==> src/rtl/delay_line_prog.sv <==
// Programmable delay line: DEPTH shift stages with per-stage valid tags,
// a runtime-selected output tap, clock-enable stall and synchronous flush.
module delay_line_prog #(
  parameter int WIDTH = 8,
  parameter int DEPTH = 16,
  parameter int TAPW  = 4
) (
  input  logic             clk,
  input  logic             rst,
  input  logic             en,
  input  logic             flush,
  input  logic             din_valid,
  input  logic [WIDTH-1:0] din,
  input  logic [TAPW-1:0]  tap_sel,
  output logic [WIDTH-1:0] qout,
  output logic             qout_valid,
  output logic             busy
);

  localparam logic [TAPW-1:0] LAST_TAP = TAPW'(DEPTH - 1);

  logic [WIDTH-1:0] x [DEPTH];
  logic [DEPTH-1:0] v;
  logic [DEPTH-1:0] v_next;
  logic [TAPW-1:0]  tap;

  // Out-of-range selections clamp to the last stage rather than wrapping.
  assign tap    = (tap_sel > LAST_TAP) ? LAST_TAP : tap_sel;
  assign v_next = {v[DEPTH-2:0], din_valid};

  always_ff @(posedge clk or negedge rst) begin
    if (!rst) begin
      for (int i = 0; i < DEPTH; i++) begin
        x[i] <= '0;
      end
      v          <= '0;
      qout       <= '0;
      qout_valid <= 1'b0;
      busy       <= 1'b0;
    end else if (flush) begin
      v          <= '0;
      qout_valid <= 1'b0;
      busy       <= 1'b0;
    end else if (en) begin
      x[0] <= din;
      for (int i = 1; i < DEPTH; i++) begin
        x[i] <= x[i-1];
      end
      v    <= v_next;
      busy <= |v_next;
      // The tap is read from pre-edge contents, so an invalid stage never reaches qout.
      if (v[tap]) begin
        qout       <= x[tap];
        qout_valid <= 1'b1;
      end else begin
        qout_valid <= 1'b0;
      end
    end else begin
      qout_valid <= 1'b0;
    end
  end

endmodule

==> config.mk <==
export PLATFORM = sky130hd
export DESIGN_NAME = delay_line_prog
export DESIGN_NICKNAME = d
export VERILOG_FILES = /design/src/rtl/delay_line_prog.sv
export SDC_FILE = /design/constraint.sdc
export NUM_CORES = 1
export LEC_CHECK = 0
export ABC_AREA = 0
export BUFFER_PORTS_ARGS = -buffer_cell sky130_fd_sc_hd__buf_2
export CORE_MARGIN = 5
export CORE_UTILIZATION = 66
export CTS_BUF_LIST = sky130_fd_sc_hd__clkbuf_4
export CTS_CLUSTER_DIAMETER = 60
export DETAILED_ROUTE_END_ITERATION = 6
export GPL_ROUTABILITY_DRIVEN = 1
export GPL_TIMING_DRIVEN = 0
export PLACE_DENSITY = 0.84
export SETUP_SLACK_MARGIN = 0.05
export SLEW_MARGIN = 20
export SYNTH_ARGS = -nofsm -noshare
export SYNTH_HDL_FRONTEND = slang
export SYNTH_SLANG_ARGS = --single-unit
==> constraint.sdc <==
create_clock -name clk -period 2.8 [get_ports clk]
set_input_delay 0.14 -clock clk [delete_from_list [all_inputs] [get_ports clk]]
set_output_delay 0.14 -clock clk [all_outputs]
set_load 0.1 [all_outputs]
== Word level (Yosys, flattened, before mapping) ==
Cells that the tools add are included.
Word-level totals
  register bits after elaboration: 154
  latch bits: 0
  memory bits (writable): 0
  memory bits (read-only): 0
  bits of input ports: 17
  output and inout bits: 10
  logic and storage cells: 42
  memories kept: 0
Operators by class
  add/subtract/negate cells: 0
  $mul: 0
  divide/modulo/power cells: 0
  order comparisons: 3
  equal/unequal tests: 0
  shift-type cells: 0
  muxes and demuxes: 13
  bitwise gates (word level): 2
  reductions and logical operators: 4
Operator list (count)
  8-bit binary-select mux with 4-bit select: 1
  16-bit 2-to-1 mux: 2
  8-bit 2-to-1 mux: 2
  16-bit OR reduction: 1
  1-bit 2-to-1 mux: 6
  5-bit greater-or-equal comparator (second input constant): 1
  4-bit by 5-bit less-than comparator with 1-bit output (second input constant): 1
  4-bit NOT with 5-bit output: 1
  1-bit binary-select mux with 4-bit select: 1
  4-bit greater-than comparator (second input constant): 1
  4-bit 2-to-1 mux: 1
  3-bit AND reduction: 1
  2-bit AND reduction: 1
  2-bit nonzero test: 1
  1-bit NOT: 1

== Depth between registers and ports, before layout ==
  depth after elaboration: 7
  mapped depth: 6
  mapped depth without buffers: 5

== Worst setup path before layout ==
OpenSTA, ideal clock, no wires.
  kind: input to register
  start: input tap_sel[1]
  end: register qout[0]
  setup time: 125 ps
  arrival time: 1483 ps
  required time: 2675 ps
  slack: 1191 ps
  stages: 5
  path through: clkbuf_1 -> mux4_2 -> nor2_1 -> o22ai_4 -> mux2_2
Between the ends
  cells in the longest elaborated chain, start to end: 6
  elaborated cells on any way between the ends: 9
  those cells by class: order compare (1); mux (6); bitwise (1); reduce/logical (1)
RTL lines
  from (decl): line 14  | input logic [TAPW-1:0] tap_sel,
  4-bit greater-than comparator: line 28  | assign tap = (tap_sel > LAST_TAP) ? LAST_TAP : tap_sel;
  4-bit 2-to-1 mux (*): line 28
  4-bit NOT with 5-bit output (implied by the code): line 53  | qout <= x[tap];
  8-bit binary-select mux with 4-bit select: line 53
  8-bit 2-to-1 mux (implied by the code) (2 in a row): line 53
  to (signal assigned): line 53
  to (decl): line 15  | output logic [WIDTH-1:0] qout,
Every way passes the cells marked *; elsewhere a longest branch is shown, timed or not. The select of a mux whose other input is x is not followed.
A chain may end at the register's enable or synchronous reset.

== Worst setup path in the final report ==
  start: input flush
  end: register qout[3]
Between the ends
  cells in the longest elaborated chain, start to end: 2
RTL lines
  from (decl): line 11  | input logic flush,
  1-bit NOT (no source line)
  3-bit AND reduction (no source line)
No other way between the ends.

==> results.toml <==
[power]
power_mw = 5.39
power.leakage_nw = 4.10
powerDensity_nw_per_um2 = 703
vdd_drop_max_v = 0.000480

[placement]
dp_cells = 868
port_buffers = 24
dp_hpwl_um = 11000
gp_congestion = 0.868
post-place-ws_ps = 473

[grt]
met2_usage_pct = 44.7
grt_first_pass_wirelength_um = 27300
gr-max-usage-layer = "met2"
grt_pass1_vias = 5303
track_usage_pct = 27.9
grt_max_degree = 89
grt_use_met1_pct = 37.7
grtUsageMet3_pct = 6.36
antenna_found_initial = 1
overflow = 0

[timing]
fin_setup_tns_ps = 0
fin_ws_ps = 791
final-setup-viol-count = 0
clock.fmax_mhz = 498
finalCriticalPeriod_ps = 2010
slew_viol_final = 0
relSlewSlack_pct = 43.2
fin_crit_sh_pct = 71.7
grt_setup_unrepaired = "false"
hold_viol_final = 0
clock_skew_ps = 16.5
tightest_slew_ps = 851

[worst_setup_path]
reg2reg_depth = 5
slowest_stage = "dlygate4sd3_1"
r2r_end = "qout[3]"
crit_end = "qout[3]"
r2r_setup_slack_ps = 840
critPathMaxStageDelay_ps = 530
worstPathRequired_ps = 3250
worst-path-stages = 7
startpoint_type = "primary input"
cp-end-kind = "register"
r2r-start = "v[5]"
critPathMaxFanout = 10
crit_arrival_ps = 2460
critPathKind = "primary input to register"
crit_family = "compound AO/OA/AOI/OAI gates"
crit_chain = "dlygate4sd3_1, clkbuf_1, nand2b_1, a311oi_1, o31ai_1, o22ai_4, mux2_2"
cp.buffers_inverters = 2
cp-startpoint = "flush"

[clock_network]
clock_path_buffers = 2
post_cts_resized = 0
htreeDepth = 4
cts_tree = "built"
hold_buffers = 12
clk_latency_ps = 570
cts_setup_buffers = 0
numCtsBuffers = 17
clockRootBuffer = "clkbuf_4"
cts_sinks = 154
cts.clk_slew.worst_paths_ps = 110

[route]
avgRoutedWirePerCell_um = 18.0
drc = 0
post_drt_via_cell_ratio = 5.92
vias = 5406
firstDrtPassIters = 5
ant_nets = 0
drt_wl_total_um = 16500
first_iter_violations = 522

[cells_and_area]
nets = 780
drive_above_1_share_pct = 12.8
stdcell_count = 913
area_growth_pct = 10.7

[yosys]
synth_area_leaders = "dfrtp_1 56%, nand2_1 21%, mux4_2 9.1%"
ys.flop_type = "dfrtp_1"
synth-seq-cells = 154
synth_area_um2 = 6920
mappedNetlistNets = 724
synth-edff-count = 0
yosysTopAreaCellShare_pct = 55.7
synth_cell_types = 25
yosysTopAreaCell = "dfrtp_1"
netlist_instances = 707
async_reset_ff_share_pct = 100
ys_seq_area_share_pct = 55.7
syn_avg_cell_area_um2 = 9.79
ys_warn_count = 0

[die]
core_area_um2 = 10300
start_util_pct = 67.4
dieArea_um2 = 12600
die_w_um = 112
rows = 37
die_y_um = 112
ios = 27

[flow_run]
max-cap-violations = 0

[status]
status = "finished, final reports clean"

[hold_path]
hold_class = "primary input to register"
## final cells by class
| cell class | count | area, µm² |
|---|---|---|
| flip-flops and latches | 154 | 3850 |
| multi-input cells | 508 | 2870 |
| fillers | 694 | 2610 |
| repair buffers | 37 | 278 |
| plain buffers | 44 | 194 |
| well taps | 136 | 170 |
| clock buffers | 22 | 165 |
| clock inverters | 10 | 125 |
| inverters | 1 | 3.75 |
| diodes | 1 | 2.50 |
## synthesized netlist by cell type (3+ instances only)
cell type / instances
a22oi_1: 16
buf_1: 8
buf_6: 3
clkbuf_1: 30
dfrtp_1: 154
mux2_2: 9
mux2i_1: 19
mux4_1: 6
mux4_2: 28
nand2_1: 392
nor2_1: 21
nor2b_1: 3
nor4_1: 3
## worst reg2reg max path, delay by kind of cell, from the launching register on
family             cells  cell delay (ps)
AOI/OAI and AO/OA      3              910
muxes                  2              510
DFF                    1              420
## kinds of logic after synthesis
group | Yosys count | share of synthesized area [%]
muxes | 62 | 15.6
AOI/OAI and AO/OA | 19 | 2.26
DFF | 154 | 55.7
and+or+nand+nor | 427 | 23.6
buffers and inverters | 45 | 2.86
## state kept, by name (all words and copies together) (netlist names)
register and count:
qout_valid 1, v 16, x 128, qout 8, busy 1
## report_power, final
part	leakage (nW)	switching, mW	internal, mW
Combinational	1.86	0.677	0.393
Sequential	2.08	0.315	2.60
Clock	0.163	0.748	0.657
## layout by cell type, fill, tap and decap left out, drive strengths merged, types with 2 or more instances in the layout
cell,count
a22oi,16
buf,39
bufinv,3
clkbuf,52
clkinv,6
dfrtp,154
dlygate4sd3,12
mux2,9
mux2i,19
mux4,34
nand2,392
nand3,2
nand4,2
nor2,21
nor2b,3
nor4,3
## stage by stage
stage                     util, %  hold slack [ps]  cell area, µm²
after detailed placement     70.6              118            7250
after global placement       70.2              331            7210
final                        74.6             60.8            7660
after floorplan                 -             -156            6920
after global routing         74.6             46.8            7660
after CTS                    74.6             28.9            7660
## routing by layer
metal,vias to the layer above,routed length (µm)
met5,-,0
met1,2698,6700
met2,242,8080
li1,2418,-
met3,48,1290
met4,0,382
## how the worst min path moves through the flow
stage,startpoint,depth (start not counted),slack (ps),to
floorplan,rst,0,-160,busy
global placement,din[7],3,330,x[127]
detailed placement,rst,1,120,x[111]
CTS,tap_sel[3],3,30,qout_valid
global route,tap_sel[3],3,50,qout_valid
finish,tap_sel[3],3,60,qout_valid
No activity file was read; power rests on OpenSTA's default activity.
